`src/rtl/sram_rgb_frame_writer.sv`:
```
// Collects RGB pixels four at a time and writes each group to SRAM as six
// 16-bit words: two red, two green, one even-blue and one odd-blue word.
module sram_rgb_frame_writer #(
    parameter int          NUM_PIXELS              = 76800,
    parameter logic [17:0] RED_START_ADDRESS       = 18'd0,
    parameter logic [17:0] GREEN_START_ADDRESS     = 18'd38400,
    parameter logic [17:0] BLUE_EVEN_START_ADDRESS = 18'd76800,
    parameter logic [17:0] BLUE_ODD_START_ADDRESS  = 18'd96000
) (
    input  logic        Clock_50,
    input  logic        Reset,
    input  logic        Start,
    input  logic        Pixel_valid,
    output logic        Pixel_ready,
    input  logic [7:0]  Pixel_R,
    input  logic [7:0]  Pixel_G,
    input  logic [7:0]  Pixel_B,
    output logic [17:0] SRAM_address,
    output logic [15:0] SRAM_write_data,
    output logic        SRAM_we_n,
    output logic        Busy,
    output logic        Done
);

    localparam logic [2:0] S_IDLE    = 3'd0;
    localparam logic [2:0] S_COLLECT = 3'd1;
    localparam logic [2:0] S_WR_R0   = 3'd2;
    localparam logic [2:0] S_WR_R1   = 3'd3;
    localparam logic [2:0] S_WR_G0   = 3'd4;
    localparam logic [2:0] S_WR_G1   = 3'd5;
    localparam logic [2:0] S_WR_BE   = 3'd6;
    localparam logic [2:0] S_WR_BO   = 3'd7;

    localparam logic [17:0] LAST_GROUP = 18'(NUM_PIXELS / 4 - 1);

    logic [2:0]  state_q, state_d;
    logic [17:0] g_q, g_d;
    logic [1:0]  p_q, p_d;
    logic [7:0]  r_q [4];
    logic [7:0]  r_d [4];
    logic [7:0]  gr_q [4];
    logic [7:0]  gr_d [4];
    logic [7:0]  b_q [4];
    logic [7:0]  b_d [4];
    logic [17:0] addr_q, addr_d;
    logic [15:0] data_q, data_d;
    logic        we_n_q, we_n_d;
    logic        ready_q, ready_d;
    logic        busy_q, busy_d;
    logic        done_q, done_d;
    logic [17:0] g_x2;

    assign g_x2 = {g_q[16:0], 1'b0};

    // State names the word currently presented on the SRAM outputs; each
    // transition loads the next word so every output stays registered.
    always_comb begin
        state_d = state_q;
        g_d     = g_q;
        p_d     = p_q;
        r_d     = r_q;
        gr_d    = gr_q;
        b_d     = b_q;
        addr_d  = addr_q;
        data_d  = data_q;
        we_n_d  = 1'b1;
        ready_d = 1'b0;
        busy_d  = busy_q;
        done_d  = 1'b0;
        case (state_q)
            S_IDLE: begin
                if (Start) begin
                    state_d = S_COLLECT;
                    busy_d  = 1'b1;
                    g_d     = '0;
                    p_d     = '0;
                    ready_d = 1'b1;
                end
            end
            S_COLLECT: begin
                ready_d = 1'b1;
                if (Pixel_valid && ready_q) begin
                    r_d[p_q]  = Pixel_R;
                    gr_d[p_q] = Pixel_G;
                    b_d[p_q]  = Pixel_B;
                    if (p_q == 2'd3) begin
                        // Slots 0 and 1 are already stored, so R0 needs no bypass.
                        state_d = S_WR_R0;
                        p_d     = '0;
                        ready_d = 1'b0;
                        we_n_d  = 1'b0;
                        addr_d  = RED_START_ADDRESS + g_x2;
                        data_d  = {r_q[0], r_q[1]};
                    end else begin
                        p_d = p_q + 2'd1;
                    end
                end
            end
            S_WR_R0: begin
                state_d = S_WR_R1;
                we_n_d  = 1'b0;
                addr_d  = RED_START_ADDRESS + g_x2 + 18'd1;
                data_d  = {r_q[2], r_q[3]};
            end
            S_WR_R1: begin
                state_d = S_WR_G0;
                we_n_d  = 1'b0;
                addr_d  = GREEN_START_ADDRESS + g_x2;
                data_d  = {gr_q[0], gr_q[1]};
            end
            S_WR_G0: begin
                state_d = S_WR_G1;
                we_n_d  = 1'b0;
                addr_d  = GREEN_START_ADDRESS + g_x2 + 18'd1;
                data_d  = {gr_q[2], gr_q[3]};
            end
            S_WR_G1: begin
                state_d = S_WR_BE;
                we_n_d  = 1'b0;
                addr_d  = BLUE_EVEN_START_ADDRESS + g_q;
                data_d  = {b_q[0], b_q[2]};
            end
            S_WR_BE: begin
                state_d = S_WR_BO;
                we_n_d  = 1'b0;
                addr_d  = BLUE_ODD_START_ADDRESS + g_q;
                data_d  = {b_q[1], b_q[3]};
            end
            S_WR_BO: begin
                if (g_q == LAST_GROUP) begin
                    state_d = S_IDLE;
                    done_d  = 1'b1;
                    busy_d  = 1'b0;
                end else begin
                    state_d = S_COLLECT;
                    g_d     = g_q + 18'd1;
                    ready_d = 1'b1;
                end
            end
            default: state_d = S_IDLE;
        endcase
    end

    always_ff @(posedge Clock_50) begin
        if (Reset) begin
            state_q <= S_IDLE;
            g_q     <= '0;
            p_q     <= '0;
            for (int i = 0; i < 4; i++) begin
                r_q[i]  <= '0;
                gr_q[i] <= '0;
                b_q[i]  <= '0;
            end
            addr_q  <= '0;
            data_q  <= '0;
            we_n_q  <= 1'b1;
            ready_q <= 1'b0;
            busy_q  <= 1'b0;
            done_q  <= 1'b0;
        end else begin
            state_q <= state_d;
            g_q     <= g_d;
            p_q     <= p_d;
            r_q     <= r_d;
            gr_q    <= gr_d;
            b_q     <= b_d;
            addr_q  <= addr_d;
            data_q  <= data_d;
            we_n_q  <= we_n_d;
            ready_q <= ready_d;
            busy_q  <= busy_d;
            done_q  <= done_d;
        end
    end

    assign Pixel_ready     = ready_q;
    assign SRAM_address    = addr_q;
    assign SRAM_write_data = data_q;
    assign SRAM_we_n       = we_n_q;
    assign Busy            = busy_q;
    assign Done            = done_q;

endmodule

```
`config.mk`:
```
export PLATFORM = sky130hd
export DESIGN_NAME = sram_rgb_frame_writer
export DESIGN_NICKNAME = d
export VERILOG_FILES = /design/src/rtl/sram_rgb_frame_writer.sv
export SDC_FILE = /design/constraint.sdc
export NUM_CORES = 1
export LEC_CHECK = 0
export ABC_AREA = 1
export BUFFER_PORTS_ARGS = -buffer_cell sky130_fd_sc_hd__buf_2
export CORE_ASPECT_RATIO = 0.75
export CORE_UTILIZATION = 40
export CTS_CLUSTER_SIZE = 40
export DETAILED_ROUTE_END_ITERATION = 12
export GPL_TIMING_DRIVEN = 0
export PLACE_DENSITY = 0.68
export SLEW_MARGIN = 30
export SYNTH_ARGS = -nofsm -noshare
export SYNTH_HDL_FRONTEND = slang
export SYNTH_SLANG_ARGS = --single-unit
```
`constraint.sdc`:
```
create_clock -name Clock_50 -period 2.8 [get_ports Clock_50]
set_clock_uncertainty 0.05 [all_clocks]
set_input_delay 0.56 -clock Clock_50 [delete_from_list [all_inputs] [get_ports Clock_50]]
set_output_delay 0.56 -clock Clock_50 [all_outputs]
set_load 0.03 [all_outputs]
```
==> results of run 1 <==
final cells by class:
cell class	count	area [µm²]	share of cell area
flip-flops and latches	157	3143	0.3581
plain buffers	70	362.8	0.04135
well taps	247	309.0	0.03522
clock inverters	12	115.1	0.01312
repair buffers	65	325.3	0.03707
clock buffers	20	446.7	0.05090
inverters	111	421.7	0.04805
multi-input cells	707	3652	0.4162
kinds of logic after synthesis:
group / Yosys count / share of synthesized area
buf+inv: 181 / 0.1035
flops: 157 / 0.4147
simple gates: 332 / 0.2017
xor+xnor: 7 / 0.008089
compound gates: 352 / 0.2456
fa+ha+maj: 16 / 0.02641
worst max-delay path, cell delays in order (launching register included):
cell and delay (ps):
sky130_fd_sc_hd__dfxtp_1 420, sky130_fd_sc_hd__inv_1 100, sky130_fd_sc_hd__ha_1 310, sky130_fd_sc_hd__nand2_1 430
sky130_fd_sc_hd__clkbuf_1 610, sky130_fd_sc_hd__o22ai_1 150, sky130_fd_sc_hd__a211oi_1 340, sky130_fd_sc_hd__a21oi_1 140
power groups by stage:
stage               sequential [µW]  clock [µW]  combinational (µW)
floorplan                      2860           0                1240
global placement               2600           0                2240
detailed placement             2600           0                2240
CTS                            2550        2240                2260
global route                   2580        2350                2510
finish                         2560        2240                2310
metrics by stage:
stage                     total power [µW]    util  hold slack, ps  setup WS, ps
after floorplan                       4105       -           374.5         960.3
after global placement                4844  0.4438           384.3         244.6
after detailed placement              4838  0.4438           391.5         251.1
after CTS                             7059  0.4742           385.1         165.2
after global routing                  7438  0.4742           397.3         47.22
final                                 7112  0.4742           397.0         100.7
per-layer routing:
metal	part of all wire	global-route usage	vias up
li1	-	-	3716
met1	0.47	0.4225	3577
met2	0.38	0.3602	445
met3	0.14	0.1001	34
met4	0.014	0.06722	0
met5	0	0	-
layout by cell type, fill, tap and decap left out, drive strengths merged, types with 2 or more instances in the layout:
cell type and n:
a211oi 17, a21oi 167, a22oi 7, a31oi 2
buf 102, clkbuf 53, clkinv 9, clkinvlp 2
dfxtp 157, ha 16, inv 111, nand2 141
nand3 96, nand4 6, nor2 78, nor3 7
o21ai 133, o22ai 25, or2 2, xnor2 2
xor2 5
sequential cells by signal, indices dropped and copies added (netlist names):
name and flops:
Busy 1, Done 1, Pixel_ready 1, SRAM_address 18, SRAM_we_n 1, SRAM_write_data 16, b_q 32, g_q 18
gr_q 32, p_q 2, r_q 32, state_q 3
how the worst max path moves through the flow:
stage                               end       start  cells past startpoint  slack, ps
finish               SRAM_write_data[5]  state_q[0]                      7        100
global route        SRAM_write_data[13]  state_q[0]                      7         50
CTS                  SRAM_write_data[5]  state_q[0]                      7        170
detailed placement  SRAM_write_data[10]  state_q[0]                      7        250
global placement    SRAM_write_data[10]  state_q[0]                      7        240
floorplan              SRAM_address[16]  state_q[0]                     12        960
==> reports/results.md, run 1 <==
| Item | Value |
|---|---|
| Cell Area, Placed | 8214 µm² |
| Period Utilization, post-route | 0.9640 |
| Antenna diode count | 0 |
| Core outline area | 18510 µm² |
| Via count of the routed design | 7772 |
| Routed WL | 26.25 mm |
| Worst reg2reg setup slack | 100 ps |
| Library cells used by synthesis | 39 |
| Arrival time at the worst endpoint | 2940 ps |
| Number of antenna violations at the first check in global routing | 0 |
| Clk network pwr share | 0.315 |
| Total congestion overflow after global routing | 0 |
| Largest area contributor in the netlist | sky130_fd_sc_hd__dfxtp_1 |
| Final-layout setup total negative slack | 0 ps |
| Net count, final | 1173 |
| Number of DRC violations after detailed-routing iteration 0 | 967 |
| Critical path data required time | 3040 ps |
| Reg-to-Reg End | SRAM_write_data[5] |
| Highest fanout seen on the critical path | 10 |
| Number of endpoints with negative hold slack in the final report | 0 |
| Path category of the worst min-delay check | input pin to flop |
| Sequential area share after synthesis | 0.4147 |
| Synth Register Bits | 157 |
| Largest cells by area after synthesis | sky130_fd_sc_hd__dfxtp_1, sky130_fd_sc_hd__a21oi_1, sky130_fd_sc_hd__o21ai_0, sky130_fd_sc_hd__nand2_1, sky130_fd_sc_hd__nand3_1 |
| Fraction of post-synthesis cell area in the top cell type by area | 0.4147 |
| Number of I/O port buffers | 65 |
| Share of cells above drive strength 1 | 0.1375 |
| Switching part of the total | 0.3872 |
| Asr flop ratio synth | 0 |
| Minimum clock period after layout | 2699 ps |
| Overall global routing resource usage | 0.2778 |
| Setup repair after global routing missed its margin | no |
| Result of the run | finished clean |
| Filler cell count in the final layout | 1933 |
| Clock latency of the later-clocked register in the worst-skew pair | 430 ps |
| Vias/cell | 5.595 |
| Synthesis-to-layout area growth | 15.78% |
| Commonest register cell after synthesis | sky130_fd_sc_hd__dfxtp_1 |
| Via count of the first global-routing pass | 6877 |
| PD cells | 810.4 nW/µm² |
| Worst Hold Path EP | b_q[7] |
| Count of flip-flops with a built-in enable after synthesis | 0 |
| VDD IR-drop max | 521.5 µV |
| Die extent in x | 161.0 µm |
| Startpoint Class | flop |
| Leak | 0.003387 µW |
| Clk buf depth | 2 |
| Int Pwr | 4358 µW |
| Synthesized Nets | 1089 |
| Post-Syn Area | 7580 µm² |
| Instance count of the mapped netlist | 1045 |
| Worst Setup End Kind | flop |
| Portion of total power attributed to sequential cells | 0.359 |
| Finished Layout Cells | 1389 |
| Clock Sink Count | 157 |
| Ys Warns | 0 |
| Global-route wire length before repair | 40.54 mm |
| Antenna-violating nets left | 0 |
| Pins over their slew limit | 0 |
| Initial cell density of the core | 0.4095 |
| Slew of the pin with the lowest slew margin | 764.3 ps |
| Net switching power figure | 2754 µW |
| DRT Pass-1 Iters | 6 |
| Die area | 19510 µm² |
| Avg Inst Size Synth | 7.253 µm² |
| Post-CTS Repair Setup Buffers | 0 |
| Max Clock Freq | 370.5 MHz |
| Post-cts sizing count | 0 |
| CTS tree | done |
| Area of all placed cells without fillers | 8776 µm² |
| H-tree levels | 4 |
| Number of buffers created by CTS | 17 |
| Post-detail-place hpwl | 19.16 mm |
| Hold path start | Pixel_B[7] |
| Clock-pin slew of the registers on the worst-case setup and hold paths | 60 ps |
| Cell types with the highest counts after synthesis | sky130_fd_sc_hd__a21oi_1, sky130_fd_sc_hd__dfxtp_1, sky130_fd_sc_hd__nand2_1 |
| Depth of the worst hold-timing path | 3 |
| DRC Markers | 0 |
| Maximum number of pins on one net before global-route repair | 17 |
| Library cell used as clock root buffer | sky130_fd_sc_hd__clkbuf_16 |
| Max-capacitance violation count | 0 |
| Row count | 43 |
| Most frequently used cell type in the post-synthesis netlist | sky130_fd_sc_hd__a21oi_1 |
| Rel. slew slack | 0.4904 |
| Boundary Pins | 66 |
| Count of hold buffers inserted by post-cts repair | 0 |
| Die height | 121.2 µm |
| FF-to-FF Start | state_q[0] |
| Worst setup path category | flop to flop |
| Post-DR wirelength/cell | 18.90 µm |
| Weighted congestion at the end of routability-driven global placement | 0.9251 |
| Worst Reg-to-Reg Cells | 7 |
| Final count of negative-setup-slack endpoints | 0 |
| Dpl cells | 1357 |
| Combinational share of power | 0.325 |
Note: power is estimated with default switching activity, not from simulation.
==> inputs of run 2 (changes only) <==
Settings changed: CELL_PAD_IN_SITES_DETAIL_PLACEMENT from default to 1, CELL_PAD_IN_SITES_GLOBAL_PLACEMENT from default to 2, CORE_UTILIZATION 40 to 37, PLACE_DENSITY 0.68 to 0.95.
==> run 2 against run 1 <==
Fmax rose by 2.2%; critical path type unchanged; global-route usage is 1.9 points higher; first-iteration DRC count fell by 21%; register-to-register slack improved by 60 ps; critical path depth increased by 3; sequential share of layout area decreased by 0.42 points; worst setup slack gained 58 ps; via count increased by 2.0%; routed wire length up 15%; die area rose by 8.0%; non-clock buffer count is the same; final cell count increased by 0.43%.
==> reports/results.md, run 2 (synthesis results as in run 1) <==
| Item | Value |
|---|---|
| Result of the run | finished clean |
| Total congestion overflow after global routing | 0 |
| DRC Markers | 0 |
| Routed WL | 30.19 mm |
| Critical path data required time | 3070 ps |
| CTS tree | done |
| Switching part of the total | 0.3788 |
| FF-to-FF Start | state_q[0] |
| Antenna-violating nets left | 0 |
| VDD IR-drop max | 412.9 µV |
| Power after layout | 7586 µW |
| Die height | 126.0 µm |
| Initial cell density of the core | 0.3846 |
| Worst Setup End Kind | flop |
| Via count of the routed design | 7927 |
| Int Pwr | 4713 µW |
| Boundary Pins | 66 |
| Vias/cell | 5.682 |
| Slowest cell delay on critical path | 400 ps |
| Startpoint Class | flop |
| Clk buf depth | 2 |
| Pins over their slew limit | 0 |
| Path category of the worst min-delay check | input pin to flop |
| Synthesis-to-layout area growth | 17.15% |
| Library cell used as clock root buffer | sky130_fd_sc_hd__clkbuf_16 |
| Dpl cells | 1363 |
| Highest fanout seen on the critical path | 10 |
| Antenna diode count | 0 |
| Leading cell type in the layout, fill and taps excluded | sky130_fd_sc_hd__a21oi_1 |
| Worst setup path category | flop to flop |
| Worst Reg-to-Reg Cells | 10 |
| Maximum number of pins on one net before global-route repair | 17 |
| Period Utilization, post-route | 0.9433 |
| Number of I/O port buffers | 65 |
| Die area | 21070 µm² |
| Depth of the worst hold-timing path | 3 |
| Post-cts sizing count | 0 |
| Net switching power figure | 2873 µW |
| Registers with the highest flip-flop counts | b_q: 32 flops, gr_q: 32 flops, r_q: 32 flops |
| Final count of negative-setup-slack endpoints | 0 |
| Hold path start | Pixel_B[0] |
| Net count, final | 1173 |
| Minimum clock period after layout | 2641 ps |
| Global-route wire length before repair | 46.63 mm |
| Die extent in x | 167.3 µm |
| Number of DRC violations after detailed-routing iteration 0 | 760 |
| Leak | 0.003440 µW |
| DRT Pass-1 Iters | 5 |
| Arrival time at the worst endpoint | 2910 ps |
| Clock-pin slew of the registers on the worst-case setup and hold paths | 70 ps |
| Overall global routing resource usage | 0.2965 |
| Finished Layout Cells | 1395 |
| H-tree levels | 4 |
| Reg-to-Reg End | SRAM_write_data[4] |
| Worst Hold Path EP | b_q[24] |
| Post-CTS Repair Setup Buffers | 0 |
| Combinational share of power | 0.311 |
| Number of buffers created by CTS | 17 |
| Clock latency of the later-clocked register in the worst-skew pair | 440 ps |
| CP max-delay cell | sky130_fd_sc_hd__nand2_1 |
| Post-DR wirelength/cell | 21.64 µm |
| Max-capacitance violation count | 0 |
| Count of hold buffers inserted by post-cts repair | 0 |
| Number of antenna violations at the first check in global routing | 1 |
| Commonest non-fill, non-tap cells in the layout | sky130_fd_sc_hd__a21oi_1, sky130_fd_sc_hd__dfxtp_1, sky130_fd_sc_hd__nand2_1, sky130_fd_sc_hd__o21ai_0, sky130_fd_sc_hd__inv_1 |
| Core outline area | 19710 µm² |
| Post-detail-place hpwl | 22.14 mm |
| Portion of total power attributed to sequential cells | 0.337 |
| Clock Sink Count | 157 |
| Weighted congestion at the end of routability-driven global placement | 0.8977 |
| Worst reg2reg setup slack | 160 ps |
| Via count of the first global-routing pass | 7841 |
| Rel. slew slack | 0.3994 |
| Setup repair after global routing missed its margin | no |
| Max Clock Freq | 378.6 MHz |
| Share of cells above drive strength 1 | 0.1392 |
| Row count | 44 |
| PD cells | 854.3 nW/µm² |
| Number of endpoints with negative hold slack in the final report | 0 |
| Final-layout setup total negative slack | 0 ps |
| Slew of the pin with the lowest slew margin | 900.8 ps |
| Cell-by-cell trace of the critical path | inv_1 > ha_1 > nand2_1 > nand2_4 > nor2_4 > nand3_2 > nand2_4 > buf_4 > a21oi_1 > a21oi_1 |
| Clk network pwr share | 0.352 |
[run 2: worst max-delay path by stage]
stage | start | end | slack [ps] | cells past startpoint
3_5_place_dp | state_q[0] | SRAM_write_data[10] | 100 | 7
4_1_cts | state_q[0] | SRAM_write_data[10] | 70 | 7
3_3_place_gp | state_q[0] | SRAM_write_data[10] | 130 | 7
6_report | state_q[0] | SRAM_write_data[4] | 160 | 10
5_1_grt | state_q[1] | SRAM_write_data[4] | 30 | 10
2_1_floorplan | state_q[0] | SRAM_address[16] | 960 | 12
[run 2: power groups by stage]
stage	Combinational, µW	Sequential (µW)	Clock, µW
2_1_floorplan	1240	2860	0
3_3_place_gp	2260	2590	0
3_5_place_dp	2290	2600	0
4_1_cts	2320	2550	2690
5_1_grt	2560	2580	2780
6_report	2360	2560	2670
[run 2: layer usage]
metal  wire (µm)  vias to the layer above  global-route usage
met5           0                        -                   0
met4         626                        0             0.09714
met3        2576                       48             0.07480
met2       12200                      301              0.4174
met1       14780                     3880              0.4363
li1            -                     3698                   -
[run 2: per-stage QoR]
step	setup WS (ps)	hold WS [ps]	cell area [µm²]	utilization
floorplan	960.3	374.5	7580	-
global placement	127.6	383.8	8222	0.4172
detailed placement	103.6	392.0	8222	0.4172
CTS	72.85	360.8	8879	0.4505
global route	29.04	394.0	8880	0.4505
finish	158.9	375.4	8880	0.4505
[run 2: layout make-up]
type                    instances  area [µm²]
inverters                     111       421.7
well taps                     253       316.6
clock buffers                  18       429.2
clock inverters                14       227.7
plain buffers                  70       364.1
fillers                      2532       10830
repair buffers                 65       325.3
flip-flops and latches        157        3143
multi-input cells             707        3652
[run 2: critical path: cells and delay by family (launching register included)]
| family | cells | cell delay [ps] |
|---|---|---|
| DFF | 1 | 340 |
| and+or+nand+nor | 5 | 1000 |
| adders and majority gates | 1 | 290 |
| AOI/OAI and AO/OA | 2 | 510 |
| buffers and inverters | 2 | 310 |
==> inputs of run 3 (changes only) <==
--- a/config.mk
+++ b/config.mk
@@ -12,2 +12,3 @@
 export CORE_ASPECT_RATIO = 0.75
+export CORE_MARGIN = 10
 export CORE_UTILIZATION = 37
--- a/constraint.sdc
+++ b/constraint.sdc
@@ -4,2 +4,2 @@
 set_output_delay 0.56 -clock Clock_50 [all_outputs]
-set_load 0.03 [all_outputs]
+set_load 0.05 [all_outputs]
==> run 3 against run 2 <==
Utilization down 1.6 points; critical path depth decreased by 2; flip-flop and latch count stayed put; first-iteration DRC count is 1.8% lower; clock power shrank 15%; routed wire length rose by 0.14%; critical path type unchanged; critical endpoint is now SRAM_write_data[10].
==> reports/results.md, run 3 (synthesis results as in run 1) <==
| Item | Value |
|---|---|
| Max-capacitance violation count | 0 |
| Leading cell type in the layout, fill and taps excluded | sky130_fd_sc_hd__a21oi_1 |
| Row count | 45 |
| Post-cts sizing count | 0 |
| Minimum clock period after layout | 2708 ps |
| Clk network pwr share | 0.308 |
| Path category of the worst min-delay check | input pin to flop |
| Crit path buf inv count | 3 |
| Post-CTS Repair Setup Buffers | 0 |
| Share of cells above drive strength 1 | 0.1394 |
| Maximum number of pins on one net before global-route repair | 17 |
| Pins over their slew limit | 0 |
| Final count of negative-setup-slack endpoints | 0 |
| Period Utilization, post-route | 0.9670 |
| Worst Setup End Kind | flop |
| Clk buf depth | 2 |
| Die height | 144.0 µm |
| Post-detail-place hpwl | 22.50 mm |
| Switching part of the total | 0.4080 |
| Combinational share of power | 0.347 |
| Overall global routing resource usage | 0.2299 |
| Slew of the pin with the lowest slew margin | 937.2 ps |
| Antenna diode count | 0 |
| DRC Markers | 0 |
| Via count of the first global-routing pass | 7785 |
| Number of DRC violations after detailed-routing iteration 0 | 746 |
| CP max-delay cell | sky130_fd_sc_hd__clkbuf_1 |
| Vias/cell | 5.582 |
| Synthesis-to-layout area growth | 16.00% |
| Met3 capacity usage during global routing | 0.04970 |
| Startpoint Class | flop |
| Slowest cell delay on critical path | 730 ps |
| Finished Layout Cells | 1399 |
| Global routing usage on met1 | 0.3303 |
| Global-route wire length before repair | 46.50 mm |
| Via count of the routed design | 7809 |
| Clock Sink Count | 157 |
| Total congestion overflow after global routing | 0 |
| Commonest non-fill, non-tap cells in the layout | sky130_fd_sc_hd__a21oi_1, sky130_fd_sc_hd__dfxtp_1, sky130_fd_sc_hd__nand2_1, sky130_fd_sc_hd__o21ai_0, sky130_fd_sc_hd__inv_1 |
| Net count, final | 1173 |
| Int Pwr | 4376 µW |
| Boundary Pins | 66 |
| Clock latency of the later-clocked register in the worst-skew pair | 430 ps |
| Registers with the highest flip-flop counts | b_q: 32 flops, gr_q: 32 flops, r_q: 32 flops |
| Final-layout setup total negative slack | 0 ps |
| Dpl cells | 1368 |
| Worst setup path category | flop to flop |
| CTS tree | done |
| Net switching power figure | 3016 µW |
| Antenna-violating nets left | 0 |
| Max Clock Freq | 369.3 MHz |
| Number of buffers created by CTS | 17 |
| VDD IR-drop max | 464.4 µV |
| Number of I/O port buffers | 65 |
| Number of antenna violations at the first check in global routing | 0 |
| Critical path data required time | 3060 ps |
| Worst reg2reg setup slack | 90 ps |
| H-tree levels | 4 |
| Largest delay contributor family on the critical path | buffers and inverters |
| Rel. slew slack | 0.3752 |
| Count of hold buffers inserted by post-cts repair | 0 |
| Number of endpoints with negative hold slack in the final report | 0 |
| Global route hottest layer | met2 |
| Result of the run | finished clean |
| Die area | 26670 µm² |
| Clock-pin slew of the registers on the worst-case setup and hold paths | 70 ps |
| Leak | 0.003386 µW |
| Arrival time at the worst endpoint | 2960 ps |
| Cell-by-cell trace of the critical path | inv_1 > ha_1 > buf_2 > nand2_1 > clkbuf_1 > o22ai_1 > a211oi_1 > a21oi_1 |
| Library cell used as clock root buffer | sky130_fd_sc_hd__clkbuf_16 |
| Die extent in x | 185.3 µm |
| Initial cell density of the core | 0.3750 |
| Filler cell count in the final layout | 2582 |
| Weighted congestion at the end of routability-driven global placement | 0.9276 |
| Core outline area | 20210 µm² |
| Portion of total power attributed to sequential cells | 0.346 |
| Post-DR wirelength/cell | 21.61 µm |
| PD cells | 840.7 nW/µm² |
| Routed WL | 30.23 mm |
| DRT Pass-1 Iters | 5 |
| Met2 track utilization from global routing | 0.3371 |
| Highest fanout seen on the critical path | 10 |
| Setup repair after global routing missed its margin | no |
==> run 3: layout make-up <==
class	instances	area, µm²	share of cell area
Tap cell	258	322.8	0.03672
Clock inverter	12	110.1	0.01252
Multi-Input combinational cell	707	3652	0.4154
Buffer	70	364.1	0.04141
Timing Repair Buffer	65	325.3	0.03700
Sequential cell	157	3143	0.3575
Inverter	111	421.7	0.04796
Clock buffer	19	452.9	0.05152
==> run 3: worst paths after layout <==
kind | endpoint | from | cells past startpoint
worst max-delay path | SRAM_write_data[10] | state_q[0] | 8
worst min-delay path | b_q[24] | Pixel_B[0] | 3
worst max register to register | SRAM_write_data[10] | state_q[0] | 8
worst min register to register | b_q[14] | b_q[14] | 2
==> run 3: worst min-delay path, cell delays in order <==
cell,delay [ps]
sky130_fd_sc_hd__buf_2,130
sky130_fd_sc_hd__nand3_1,90
sky130_fd_sc_hd__a21oi_1,60
==> run 3: through the flow <==
step	hold slack, ps	worst slack (ps)	util	total power [µW]	cell area (µm²)
after global placement	384.1	74.74	0.4071	5101	8228
after floorplan	374.5	957.5	-	4320	7580
after detailed placement	389.9	38.99	0.4071	5132	8228
after global routing	386.7	17.98	0.4350	7729	8792
after CTS	384.4	20.73	0.4349	7399	8791
final	399.6	92.29	0.4350	7392	8792
==> run 3: per-layer routing <==
layer | up-vias | wire length, µm
li1 | 3698 | -
met5 | - | 0
met2 | 274 | 12570
met3 | 31 | 2429
met1 | 3806 | 14810
met4 | 0 | 415
==> run 3: power groups by stage <==
stage | logic [µW] | registers (µW) | clock network, µW
final | 2560 | 2560 | 2270
after global routing | 2770 | 2580 | 2380
after CTS | 2540 | 2550 | 2300
after detailed placement | 2530 | 2600 | 0
after global placement | 2510 | 2590 | 0
after floorplan | 1240 | 3080 | 0
